## src/rtl/lsu_pkg.sv

```systemverilog
// ---------------------------------------------------------------------------
// lsu_pkg: shared width codes, FSM states and request-legality helper.
// Rev 1.0
// ---------------------------------------------------------------------------
`default_nettype none

package lsu_pkg;

  localparam int LSU_XLEN = 32;

  typedef enum logic [2:0] {
    F3_B  = 3'b000,
    F3_H  = 3'b001,
    F3_W  = 3'b010,
    F3_BU = 3'b100,
    F3_HU = 3'b101
  } funct3_e;

  typedef enum logic [1:0] {
    ST_IDLE   = 2'd0,
    ST_ISSUE  = 2'd1,
    ST_WAIT_R = 2'd2,
    ST_RESP   = 2'd3
  } lsu_state_e;

  // Unsigned codes exist only for loads; any other code is illegal.
  function automatic logic lsu_req_err(input logic       we,
                                       input logic [2:0] funct3,
                                       input logic [1:0] addr_lo);
    logic err;
    err = 1'b1;
    case (funct3)
      F3_B:    err = 1'b0;
      F3_H:    err = addr_lo[0];
      F3_W:    err = (addr_lo != 2'b00);
      F3_BU:   err = we;
      F3_HU:   err = we | addr_lo[0];
      default: err = 1'b1;
    endcase
    return err;
  endfunction

endpackage

`default_nettype wire

```

## src/rtl/lsu_if.sv

```systemverilog
// ---------------------------------------------------------------------------
// lsu_if: pipeline request/response and memory bus signals of the LSU.
// Rev 1.0
// ---------------------------------------------------------------------------
`default_nettype none

interface lsu_if #(
  parameter int DATA_WIDTH = 32,
  parameter int BE_WIDTH   = DATA_WIDTH / 8
);

  logic                  req_valid;
  logic                  req_ready;
  logic                  req_we;
  logic [2:0]            req_funct3;
  logic [DATA_WIDTH-1:0] req_addr;
  logic [DATA_WIDTH-1:0] req_wdata;

  logic                  resp_valid;
  logic [DATA_WIDTH-1:0] resp_rdata;
  logic                  resp_err;

  logic                  mem_req;
  logic                  mem_gnt;
  logic [DATA_WIDTH-1:0] mem_a;
  logic                  mem_we;
  logic [BE_WIDTH-1:0]   mem_be;
  logic [DATA_WIDTH-1:0] mem_wd;
  logic                  mem_rvalid;
  logic [DATA_WIDTH-1:0] mem_rd;

  // LSU side
  modport slave (
    input  req_valid, req_we, req_funct3, req_addr, req_wdata,
    input  mem_gnt, mem_rvalid, mem_rd,
    output req_ready, resp_valid, resp_rdata, resp_err,
    output mem_req, mem_a, mem_we, mem_be, mem_wd
  );

  // Pipeline + memory environment side
  modport master (
    output req_valid, req_we, req_funct3, req_addr, req_wdata,
    output mem_gnt, mem_rvalid, mem_rd,
    input  req_ready, resp_valid, resp_rdata, resp_err,
    input  mem_req, mem_a, mem_we, mem_be, mem_wd
  );

endinterface

`default_nettype wire

```

## src/rtl/lsu_load_align.sv

```systemverilog
// ---------------------------------------------------------------------------
// lsu_load_align: selects byte/half from a read word and extends it.
// Rev 1.0
// ---------------------------------------------------------------------------
`default_nettype none

module lsu_load_align
  import lsu_pkg::*;
#(
  parameter int DATA_WIDTH = 32
) (
  input  logic [DATA_WIDTH-1:0] mem_rd,
  input  logic [1:0]            addr_lo,
  input  logic [2:0]            funct3,
  output logic [DATA_WIDTH-1:0] data
);

  logic [7:0]  byte_sel;
  logic [15:0] half_sel;

  always_comb begin
    case (addr_lo)
      2'd0:    byte_sel = mem_rd[7:0];
      2'd1:    byte_sel = mem_rd[15:8];
      2'd2:    byte_sel = mem_rd[23:16];
      default: byte_sel = mem_rd[31:24];
    endcase
    half_sel = addr_lo[1] ? mem_rd[31:16] : mem_rd[15:0];
  end

  always_comb begin
    data = mem_rd;
    case (funct3)
      F3_B:    data = {{(DATA_WIDTH-8){byte_sel[7]}}, byte_sel};
      F3_H:    data = {{(DATA_WIDTH-16){half_sel[15]}}, half_sel};
      F3_BU:   data = {{(DATA_WIDTH-8){1'b0}}, byte_sel};
      F3_HU:   data = {{(DATA_WIDTH-16){1'b0}}, half_sel};
      default: data = mem_rd;
    endcase
  end

endmodule

`default_nettype wire

```

## src/rtl/lsu_core.sv

```systemverilog
// ---------------------------------------------------------------------------
// lsu_core: single-outstanding RV32I load/store unit with registered bus.
// Rev 1.0
// ---------------------------------------------------------------------------
`default_nettype none

module lsu_core
  import lsu_pkg::*;
#(
  parameter int DATA_WIDTH = 32,
  parameter int BE_WIDTH   = DATA_WIDTH / 8
) (
  input  logic  clk,
  input  logic  rst,
  lsu_if.slave  bus
);

  lsu_state_e            state_q, state_d;
  logic [2:0]            funct3_q, funct3_d;
  logic [1:0]            addr_lo_q, addr_lo_d;
  logic                  mem_req_q, mem_req_d;
  logic [DATA_WIDTH-1:0] mem_a_q, mem_a_d;
  logic                  mem_we_q, mem_we_d;
  logic [BE_WIDTH-1:0]   mem_be_q, mem_be_d;
  logic [DATA_WIDTH-1:0] mem_wd_q, mem_wd_d;
  logic                  resp_valid_q, resp_valid_d;
  logic                  resp_err_q, resp_err_d;
  logic [DATA_WIDTH-1:0] resp_rdata_q, resp_rdata_d;

  logic                  accept;
  logic                  req_err;
  logic [3:0]            st_be;
  logic [DATA_WIDTH-1:0] st_wd;
  logic [DATA_WIDTH-1:0] load_data;

  assign accept  = bus.req_valid && (state_q == ST_IDLE);
  assign req_err = lsu_req_err(bus.req_we, bus.req_funct3, bus.req_addr[1:0]);

  // Store lanes: narrow data is replicated so every enabled lane sees it.
  always_comb begin
    st_be = 4'b1111;
    st_wd = bus.req_wdata;
    case (bus.req_funct3[1:0])
      2'b00: begin
        st_be = 4'b0001 << bus.req_addr[1:0];
        st_wd = {4{bus.req_wdata[7:0]}};
      end
      2'b01: begin
        st_be = 4'b0011 << bus.req_addr[1:0];
        st_wd = {2{bus.req_wdata[15:0]}};
      end
      default: ;
    endcase
  end

  lsu_load_align #(
    .DATA_WIDTH (DATA_WIDTH)
  ) u_load_align (
    .mem_rd  (bus.mem_rd),
    .addr_lo (addr_lo_q),
    .funct3  (funct3_q),
    .data    (load_data)
  );

  always_comb begin
    state_d      = state_q;
    funct3_d     = funct3_q;
    addr_lo_d    = addr_lo_q;
    mem_req_d    = 1'b0;
    mem_a_d      = mem_a_q;
    mem_we_d     = mem_we_q;
    mem_be_d     = mem_be_q;
    mem_wd_d     = mem_wd_q;
    resp_valid_d = 1'b0;
    resp_err_d   = 1'b0;
    resp_rdata_d = '0;

    case (state_q)
      ST_IDLE: begin
        if (accept) begin
          funct3_d  = bus.req_funct3;
          addr_lo_d = bus.req_addr[1:0];
          if (req_err) begin
            state_d      = ST_RESP;
            resp_valid_d = 1'b1;
            resp_err_d   = 1'b1;
          end else begin
            state_d   = ST_ISSUE;
            mem_req_d = 1'b1;
            mem_a_d   = {bus.req_addr[DATA_WIDTH-1:2], 2'b00};
            mem_we_d  = bus.req_we;
            mem_be_d  = BE_WIDTH'(st_be);
            mem_wd_d  = bus.req_we ? st_wd : '0;
          end
        end
      end
      ST_ISSUE: begin
        if (bus.mem_gnt) begin
          mem_a_d  = '0;
          mem_we_d = 1'b0;
          mem_be_d = '0;
          mem_wd_d = '0;
          if (mem_we_q) begin
            state_d      = ST_RESP;
            resp_valid_d = 1'b1;
          end else begin
            state_d = ST_WAIT_R;
          end
        end else begin
          mem_req_d = 1'b1;
        end
      end
      ST_WAIT_R: begin
        if (bus.mem_rvalid) begin
          state_d      = ST_RESP;
          resp_valid_d = 1'b1;
          resp_rdata_d = load_data;
        end
      end
      ST_RESP: state_d = ST_IDLE;
      default: state_d = ST_IDLE;
    endcase
  end

  always_ff @(posedge clk or posedge rst) begin
    if (rst) begin
      state_q      <= ST_IDLE;
      funct3_q     <= '0;
      addr_lo_q    <= '0;
      mem_req_q    <= 1'b0;
      mem_a_q      <= '0;
      mem_we_q     <= 1'b0;
      mem_be_q     <= '0;
      mem_wd_q     <= '0;
      resp_valid_q <= 1'b0;
      resp_err_q   <= 1'b0;
      resp_rdata_q <= '0;
    end else begin
      state_q      <= state_d;
      funct3_q     <= funct3_d;
      addr_lo_q    <= addr_lo_d;
      mem_req_q    <= mem_req_d;
      mem_a_q      <= mem_a_d;
      mem_we_q     <= mem_we_d;
      mem_be_q     <= mem_be_d;
      mem_wd_q     <= mem_wd_d;
      resp_valid_q <= resp_valid_d;
      resp_err_q   <= resp_err_d;
      resp_rdata_q <= resp_rdata_d;
    end
  end

  assign bus.req_ready  = (state_q == ST_IDLE);
  assign bus.resp_valid = resp_valid_q;
  assign bus.resp_err   = resp_err_q;
  assign bus.resp_rdata = resp_rdata_q;
  assign bus.mem_req    = mem_req_q;
  assign bus.mem_a      = mem_a_q;
  assign bus.mem_we     = mem_we_q;
  assign bus.mem_be     = mem_be_q;
  assign bus.mem_wd     = mem_wd_q;

endmodule

`default_nettype wire

```

## src/flat_wrapper.sv

```systemverilog
// flat-port wrapper written by rule: the top's interface ports become plain ports
module lsu_core_flat import lsu_pkg::*;
#(
  parameter int DATA_WIDTH = 32,
  parameter int BE_WIDTH   = DATA_WIDTH / 8
)
  (clk, rst, bus_req_valid, bus_req_we, bus_req_funct3, bus_req_addr, bus_req_wdata, bus_mem_gnt, bus_mem_rvalid, bus_mem_rd, bus_req_ready, bus_resp_valid, bus_resp_rdata, bus_resp_err, bus_mem_req, bus_mem_a, bus_mem_we, bus_mem_be, bus_mem_wd);
  lsu_if #(.DATA_WIDTH(DATA_WIDTH), .BE_WIDTH(BE_WIDTH)) bus_i ();
  input  logic clk;
  input  logic rst;
  input wire logic [$bits(bus_i.req_valid)-1:0] bus_req_valid;
  input wire logic [$bits(bus_i.req_we)-1:0] bus_req_we;
  input wire logic [$bits(bus_i.req_funct3)-1:0] bus_req_funct3;
  input wire logic [$bits(bus_i.req_addr)-1:0] bus_req_addr;
  input wire logic [$bits(bus_i.req_wdata)-1:0] bus_req_wdata;
  input wire logic [$bits(bus_i.mem_gnt)-1:0] bus_mem_gnt;
  input wire logic [$bits(bus_i.mem_rvalid)-1:0] bus_mem_rvalid;
  input wire logic [$bits(bus_i.mem_rd)-1:0] bus_mem_rd;
  output wire logic [$bits(bus_i.req_ready)-1:0] bus_req_ready;
  output wire logic [$bits(bus_i.resp_valid)-1:0] bus_resp_valid;
  output wire logic [$bits(bus_i.resp_rdata)-1:0] bus_resp_rdata;
  output wire logic [$bits(bus_i.resp_err)-1:0] bus_resp_err;
  output wire logic [$bits(bus_i.mem_req)-1:0] bus_mem_req;
  output wire logic [$bits(bus_i.mem_a)-1:0] bus_mem_a;
  output wire logic [$bits(bus_i.mem_we)-1:0] bus_mem_we;
  output wire logic [$bits(bus_i.mem_be)-1:0] bus_mem_be;
  output wire logic [$bits(bus_i.mem_wd)-1:0] bus_mem_wd;
  assign bus_i.req_valid = bus_req_valid;
  assign bus_i.req_we = bus_req_we;
  assign bus_i.req_funct3 = bus_req_funct3;
  assign bus_i.req_addr = bus_req_addr;
  assign bus_i.req_wdata = bus_req_wdata;
  assign bus_i.mem_gnt = bus_mem_gnt;
  assign bus_i.mem_rvalid = bus_mem_rvalid;
  assign bus_i.mem_rd = bus_mem_rd;
  assign bus_req_ready = bus_i.req_ready;
  assign bus_resp_valid = bus_i.resp_valid;
  assign bus_resp_rdata = bus_i.resp_rdata;
  assign bus_resp_err = bus_i.resp_err;
  assign bus_mem_req = bus_i.mem_req;
  assign bus_mem_a = bus_i.mem_a;
  assign bus_mem_we = bus_i.mem_we;
  assign bus_mem_be = bus_i.mem_be;
  assign bus_mem_wd = bus_i.mem_wd;
  lsu_core #(.DATA_WIDTH(DATA_WIDTH), .BE_WIDTH(BE_WIDTH)) u_core (.clk(clk), .rst(rst), .bus(bus_i));
endmodule
```

## config.mk

```make
export PLATFORM = sky130hd
export DESIGN_NAME = lsu_core_flat
export DESIGN_NICKNAME = d
export VERILOG_FILES = /design/src/rtl/lsu_pkg.sv /design/src/rtl/lsu_if.sv /design/src/rtl/lsu_load_align.sv /design/src/rtl/lsu_core.sv /design/src/flat_wrapper.sv
export SDC_FILE = /design/constraint.sdc
export NUM_CORES = 1
export LEC_CHECK = 0
export ABC_AREA = 0
export ABC_CLOCK_PERIOD_IN_PS = 3000
export BUFFER_PORTS_ARGS = -buffer_cell sky130_fd_sc_hd__buf_4
export CAP_MARGIN = 20
export CORE_MARGIN = 4
export CORE_UTILIZATION = 43
export CTS_CLUSTER_DIAMETER = 80
export DETAILED_ROUTE_END_ITERATION = 10
export PLACE_DENSITY = 0.76
export SLEW_MARGIN = 20
export SYNTH_ARGS = -nofsm -noshare
export SYNTH_HDL_FRONTEND = slang
export SYNTH_SLANG_ARGS = --single-unit
export TNS_END_PERCENT = 20
```

## constraint.sdc

```tcl
create_clock -name clk -period 3 [get_ports clk]
set_input_delay 0.3 -clock clk [delete_from_list [all_inputs] [get_ports clk]]
set_output_delay 0.3 -clock clk [all_outputs]
set_load 0.1 [all_outputs]
```

==> key figures, run 1 <==
Worst setup path
  – CP arrival: roughly 2.4 ns
  – Critical-path cell list: inv_1, ha_1, mux2i_1, a311o_2, buf_4, a22o_1
  – Critical Path Start Type: flip-flop
  – CP endpoint kind: flip-flop
  – Kind of critical path: flip-flop to flip-flop
  – Slowest-stage cell, CP: dfrtp_1
  – Critical path's top delay family: compound AO/OA/AOI/OAI gates
  – Buf/Inv on CP: 2
  – CP max FO: between 60 and 70
  – Req. time, crit path: around 3.2 ns
  – Max incr delay on CP: around 0.42 ns

Timing
  – Final setup violation count: 0
  – Clk_skew: 0.00621 ns
  – Tightest Pin Transition: 0.918 ns
  – Fin Hold WS: 0.157 ns
  – Worst rel slew slack: 38.6%
  – Final Max Tran Viols: 0
  – Sum Neg Setup Slack: 0 ns
  – Highest Clock Rate: roughly 460 MHz
  – Final Cycle Share: approximately 73%
  – Crit path time final: approximately 2.2 ns
  – Final hold vios: 0
  – RSZ-0062 raised after global routing: false

Power
  – Max VDD drop: around 900 uV
  – Logic pwr share: about three fifths
  – Pwr Total: ~8.7 mW
  – Internal power: roughly 3.7 mW
  – Sw Share: 57.1%
  – Sw power: 4.97 mW
  – LEAKAGE: roughly 3.6 nW
  – Clk pwr share: roughly an eighth
  – Cell area power density: 1270 mW/mm2
  – Reg power frac: ~26%

Clock tree
  – Htree depth: 3
  – Clk_lat worst skew: 0.33 ns
  – Hold-fix buffers at CTS: 0
  – Clk buf depth: 2
  – Post-CTS resize count: 0
  – Clk slew on worst S/H paths: roughly 0.07 ns
  – Clock Sinks: about 110
  – Root Buffer Master: clkbuf_16
  – Clock buffer count from CTS: 9
  – CTS tree: built
  – Setup bufs post-CTS: 0

Outcome
  – Status: complete, no violations

Floorplan
  – Die area: between 0.01 and 0.015 mm2
  – Core area: about 0.011 mm2
  – Starting Density: ~45%
  – Row count: 38
  – Io pins: 210
  – Die width: around 120 um
  – Die height: between 100 and 150 um

Synthesis
  – Top FF cell, synth: dfrtp_1
  – Syn Inst Count: ~420
  – Yosys Warn Count: 0
  – Distinct cells, synth: 45
  – Sequential area share after synthesis: between 50 and 60%
  – #FFs+latches synth: roughly 110
  – Mean Syn Cell Area: about 12 um2
  – Mapped Area: 0.00493 mm2
  – Post-synth EDFFs: 0
  – Fraction of registers with async set/reset: between 90% and 100%

Layout
  – Antenna cells: 0
  – Non-Filler Instances: 758
  – Post-Layout Inst Area: approximately 0.0068 mm2
  – Share of cells above drive strength 1: between 30% and 40%
  – Fillcell total: around 870
  – Layout area overhead: 38.7%
  – Nets@finish: just over 700

Routing
  – Antenna Nets Post-Route: 0
  – WL final: about 14000 um
  – WL per Instance: between 15 and 20 um
  – DRT Pass-1 Iters: 5
  – Vias/cell: approximately 5.5
  – Drt drc: 0
  – Iteration-0 DRC Markers: ~310
  – Vias: between 4000 and 5000

Placement
  – Final Wtd Congestion: roughly 0.84
  – Post-placement cell area: between 0.006 and 0.007 mm2
  – DP Wirelength: 10400 um
  – Port bufs: 207
  – Placed cells: between 700 and 800

Hold path
  – Hold WC Path Type: primary input to async pin

GRT
  – Largest net degree at the start of global routing: 68
  – Congestion Overflow GR: 0
  – Initial antenna violation count: 0
  – First-pass GRT wire length: 22200 um
  – Global Route Usage Sum: 20.9%
  – Vias in the first global route: between 4000 and 5000

Flow run
  – Max-cap viol count: 0
==> worst reg2reg max path: stages (launching register included) <==
cell,delay (ns)
dfrtp_1,0.42
inv_1,0.12
ha_1,0.34
mux2i_1,0.11
a311o_2,0.36
buf_4,0.33
a22o_1,0.38
==> registers in the layout, indices dropped and copies added (netlist names) <==
register / cells
u_core.bus.mem_we: 1
u_core.bus.resp_valid: 1
u_core.bus.resp_err: 1
u_core.addr_lo_q: 2
u_core.bus.mem_wd: 32
u_core.bus.mem_req: 1
u_core.bus.mem_be: 4
u_core.bus.resp_rdata: 32
u_core.bus.mem_a: 30
u_core.funct3_q: 3
u_core.state_q: 2
==> cells in the mapped netlist, drive strengths merged (3+ instances only) <==
cell | count | area share, %
nor4b | 7 | 1.2
clkbuf | 19 | 1.4
a22o | 50 | 8.9
a21o | 3 | 0.46
nor2b | 11 | 1.4
mux2i | 41 | 8.3
nor2 | 18 | 1.4
nor3b | 7 | 1.1
o2bb2ai | 16 | 2.8
ha | 4 | 1.0
o221a | 7 | 1.6
a21oi | 3 | 0.30
nand2 | 30 | 2.3
nand3 | 20 | 2.0
inv | 7 | 0.53
o21ai | 18 | 1.8
buf | 16 | 1.9
mux2 | 6 | 1.4
dfrtp | 109 | 55
==> worst paths after layout <==
kind | from | to | slack (ns) | cells after the start
min in group clk | bus_req_addr[27] | u_core.bus.mem_a[27] | 0.18 | 2
worst min register to register | u_core.bus.mem_wd[22] | u_core.bus.mem_wd[22] | 0.50 | 1
max in group asynchronous | rst | u_core.bus.mem_a[9] | 2.02 | 3
worst max-delay path | u_core.state_q[1] | u_core.bus.mem_a[2] | 0.82 | 6
worst max register to register | u_core.state_q[1] | u_core.bus.mem_a[2] | 0.82 | 6
worst min-delay path | rst | u_core.state_q[1] | 0.16 | 2
==> kinds of logic (layout without fill, tap and decap cells) <==
| kind of cell | after synthesis | after routing | share of synthesized area (%) |
|---|---|---|---|
| AO/OA/AOI/OAI | 111 | 111 | 18.3 |
| flip-flops | 109 | 109 | 55.3 |
| AND/OR/NAND/NOR | 106 | 106 | 11.2 |
| multiplexers | 48 | 48 | 10.1 |
| buffers and inverters | 43 | 238 | 3.93 |
| adder cells (fa/ha/maj) | 4 | 4 | 1.02 |
| other | 1 | 2 | 0.0760 |
==> per-stage QoR <==
step,setup WS (ns),utilization [%]
after floorplan,0.324,-
after global placement,0.646,59.6
after detailed placement,0.586,59.6
after CTS,0.816,62.0
after global routing,0.598,62.0
final,0.820,62.0
==> placed cells by master (no fill, tap or decap), types with 7 or more instances in the layout <==
cell	instances
nand2_1	30
buf_4	213
nor4b_1	7
dfrtp_1	109
nand3_1	20
o2bb2ai_1	16
a22o_1	50
nor3b_1	7
o221a_2	7
nor2_1	18
mux2i_1	41
clkbuf_16	9
nor2b_1	11
o21ai_0	17
==> layer usage <==
layer  GRT usage, %  up-vias  part of all wire (%)
li1               -     1937                     -
met1           28.9     2042                    41
met2           32.9      205                    48
met3           5.95       14                   9.5
met4           4.77        0                   1.2
met5              0        -                     0
==> final cells by class <==
cell class                      instances  area (um2)  share of cell area [%]
Clock buffer                           13         240                    3.51
Multi-Input combinational cell        271        2020                    29.6
Inverter                                8        33.8                   0.494
Tap cell                              140         175                    2.56
Sequential cell                       109        2730                    39.9
Timing Repair Buffer                  214        1620                    23.7
Clock inverter                          3        21.3                   0.311
==> power by group through the flow <==
stage | combinational [mW] | clock [mW] | sequential (mW)
6_report | 5.38 | 1.08 | 2.25
2_1_floorplan | 1.32 | 0 | 5.18
3_3_place_gp | 5.32 | 0 | 2.26
5_1_grt | 5.59 | 1.16 | 2.31
4_1_cts | 5.40 | 1.10 | 2.25
3_5_place_dp | 5.39 | 0 | 2.27
Power figures use the tool's default switching activity.
==> run 2: changes to the inputs <==
- ABC_CLOCK_PERIOD_IN_PS: 3000 -> 2080
- CORE_UTILIZATION: 43 -> 48
- PLACE_DENSITY: 0.76 -> 0.8
- clock period: 3 -> 2.08 ns (I/O delays scaled with it)
==> key figures, run 2 (synthesized netlist as in run 1, its figures left out) <==
Flow run
  – Max-cap viol count: 0 (unchanged)

Power
  – Sw Share: 58.3% (+1.2 points)
  – Sw power: 7.21 mW (+45%)
  – Clk pwr share: 9.6% (-2.8 points)
  – Logic pwr share: 64.3% (+2.5 points)
  – Reg power frac: 26.1% (+0.3 points)
  – Internal power: 5.15 mW (+38%)
  – Cell area power density: 1800 mW/mm2 (+41%)
  – LEAKAGE: 3.62 nW (+0.91%)
  – Pwr Total: 12.4 mW (+42%)
  – Max VDD drop: 854 uV (-5.1%)

Floorplan
  – Die area: 0.0120 mm2 (-9.7%)
  – Die width: 109 um (-5.0%)
  – Row count: 36 (-5.3%)
  – Io pins: 210 (unchanged)
  – Starting Density: 49.8% (+5.1 points)
  – Core area: 0.00991 mm2 (-10%)
  – Die height: 109 um (-5.0%)

Timing
  – Final setup violation count: 0 (unchanged)
  – Clk_skew: 0.0126 ns (+0.00635 ns)
  – Fin Hold WS: 0.0508 ns (-0.107 ns)
  – Final Cycle Share: 94.4% (+22 points)
  – Worst rel slew slack: 56.8% (+18 points)
  – Tightest Pin Transition: 0.649 ns (-0.269 ns)
  – Highest Clock Rate: 509 MHz (+11%)
  – Crit path time final: 1.96 ns (-0.216 ns)
  – Final Max Tran Viols: 0 (unchanged)
  – RSZ-0062 raised after global routing: false
  – Final hold vios: 0 (unchanged)

Layout
  – Commonest non-fill, non-tap cell in the layout: buf_4
  – Share of cells above drive strength 1: 40.7% (+1.2 points)
  – Layout area overhead: 39.3%
  – Fillcell total: 769 (-11%)
  – Finished Core Util: 69.3% (+7.3 points)
  – Antenna cells: 0 (unchanged)
  – Commonest cells after routing, fill and taps aside: buf_4, dfrtp_1, a22o_1
  – Nets@finish: 735 (+1.8%)
  – Non-Filler Instances: 764 (+0.79%)

Routing
  – WL final: 14400 um (+2.5%)
  – DRT Pass-1 Iters: 4 (-1)
  – Vias: 4219 (+0.50%)
  – WL per Instance: 18.8 um (+1.7%)
  – Drt drc: 0 (unchanged)
  – Vias/cell: 5.52 (-0.29%)
  – Iteration-0 DRC Markers: 191 (-39%)
  – Antenna Nets Post-Route: 0 (unchanged)

Placement
  – Placed cells: 747 (+0.67%)
  – Final Wtd Congestion: 0.890 (+5.6%)
  – DP Wirelength: 10900 um (+5.7%)
  – Port bufs: 207 (unchanged)

Worst setup path
  – Critical Path Start Type: flip-flop
  – Req. time, crit path: 2.39 ns (-0.83 ns)
  – CP arrival: 2.27 ns (-0.13 ns)
  – Kind of critical path: flip-flop to flip-flop
  – CP endpoint kind: flip-flop
  – CP max FO: 34 (-49%)

GRT
  – Congestion Overflow GR: 0 (unchanged)
  – Global Route Usage Sum: 24.1% (+3.3 points)
  – Vias in the first global route: 4358 (+4.7%)
  – Initial antenna violation count: 0 (unchanged)
  – First-pass GRT wire length: 22400 um (+0.84%)
  – Largest net degree at the start of global routing: 72 (+5.9%)

Clock tree
  – Clock buffer count from CTS: 9 (unchanged)
  – Root Buffer Master: clkbuf_8
  – Hold-fix buffers at CTS: 1 (+1)
  – Clk_lat worst skew: 0.37 ns (+0.04 ns)
  – Htree depth: 3 (unchanged)
  – Clk slew on worst S/H paths: 0.10 ns (+0.03 ns)
  – CTS tree: built
  – Clk buf depth: 2 (unchanged)
  – Setup bufs post-CTS: 0 (unchanged)
  – Post-CTS resize count: 0 (unchanged)
  – Clock Sinks: 109 (unchanged)

Outcome
  – Status: complete, no violations

Hold path
  – Hold WC Path Type: primary input to flip-flop
==> run 2: critical path, stage by stage (launching register included) <==
cell	delay, ns
dfrtp_1	0.44
inv_1	0.11
ha_1	0.25
buf_4	0.17
nand2_1	0.22
a211oi_4	0.32
buf_12	0.22
a22o_1	0.16
==> run 2: path summary, 6_finish.rpt <==
kind / startpoint / end / slack, ns / depth (start not counted)
max: u_core.state_q[0] / u_core.bus.mem_a[23] / 0.12 / 7
min: bus_req_addr[7] / u_core.bus.mem_a[7] / 0.05 / 2
max reg2reg: u_core.state_q[0] / u_core.bus.mem_a[23] / 0.12 / 7
min reg2reg: u_core.bus.mem_wd[23] / u_core.bus.mem_wd[23] / 0.51 / 1
max in group asynchronous: rst / u_core.bus.resp_rdata[8] / 1.13 / 4
min in group asynchronous: rst / u_core.bus.mem_a[23] / 0.31 / 3
==> run 2: power groups by stage <==
| stage | logic (mW) | clock network, mW | registers, mW |
|---|---|---|---|
| after floorplan | 1.91 | 0 | 7.48 |
| after global placement | 7.87 | 0 | 3.22 |
| after detailed placement | 7.98 | 0 | 3.24 |
| after CTS | 7.97 | 1.22 | 3.22 |
| after global routing | 8.24 | 1.31 | 3.30 |
| final | 7.95 | 1.19 | 3.22 |
==> run 2: metal layers <==
layer | vias to the layer above | GRT usage, % | share of wire [%] | wire length [um]
met3 | 25 | 7.40 | 9.5 | 1360
met1 | 2061 | 29.9 | 39 | 5570
li1 | 1949 | - | - | -
met4 | 0 | 8.28 | 2.3 | 331
met5 | - | 0 | 0 | 0
met2 | 184 | 40.2 | 49 | 7110
==> run 2: through the flow <==
stage	setup TNS, ns	cell area [um2]	worst slack, ns
4_1_cts	0	6870	0.128
5_1_grt	0	6870	0.0159
3_5_place_dp	0	6680	0.0861
6_report	0	6870	0.116
3_3_place_gp	0	6680	0.129
2_1_floorplan	-37.38	4940	-0.596
==> run 2: cell type report <==
type,count,area [um2],share of cell area (%)
Inverter,8,33.8,0.492
Multi-Input combinational cell,271,2020,29.4
Clock inverter,3,26.3,0.383
Clock buffer,13,149,2.17
Sequential cell,109,2730,39.7
Timing Repair Buffer,227,1740,25.4
Tap cell,133,166,2.42
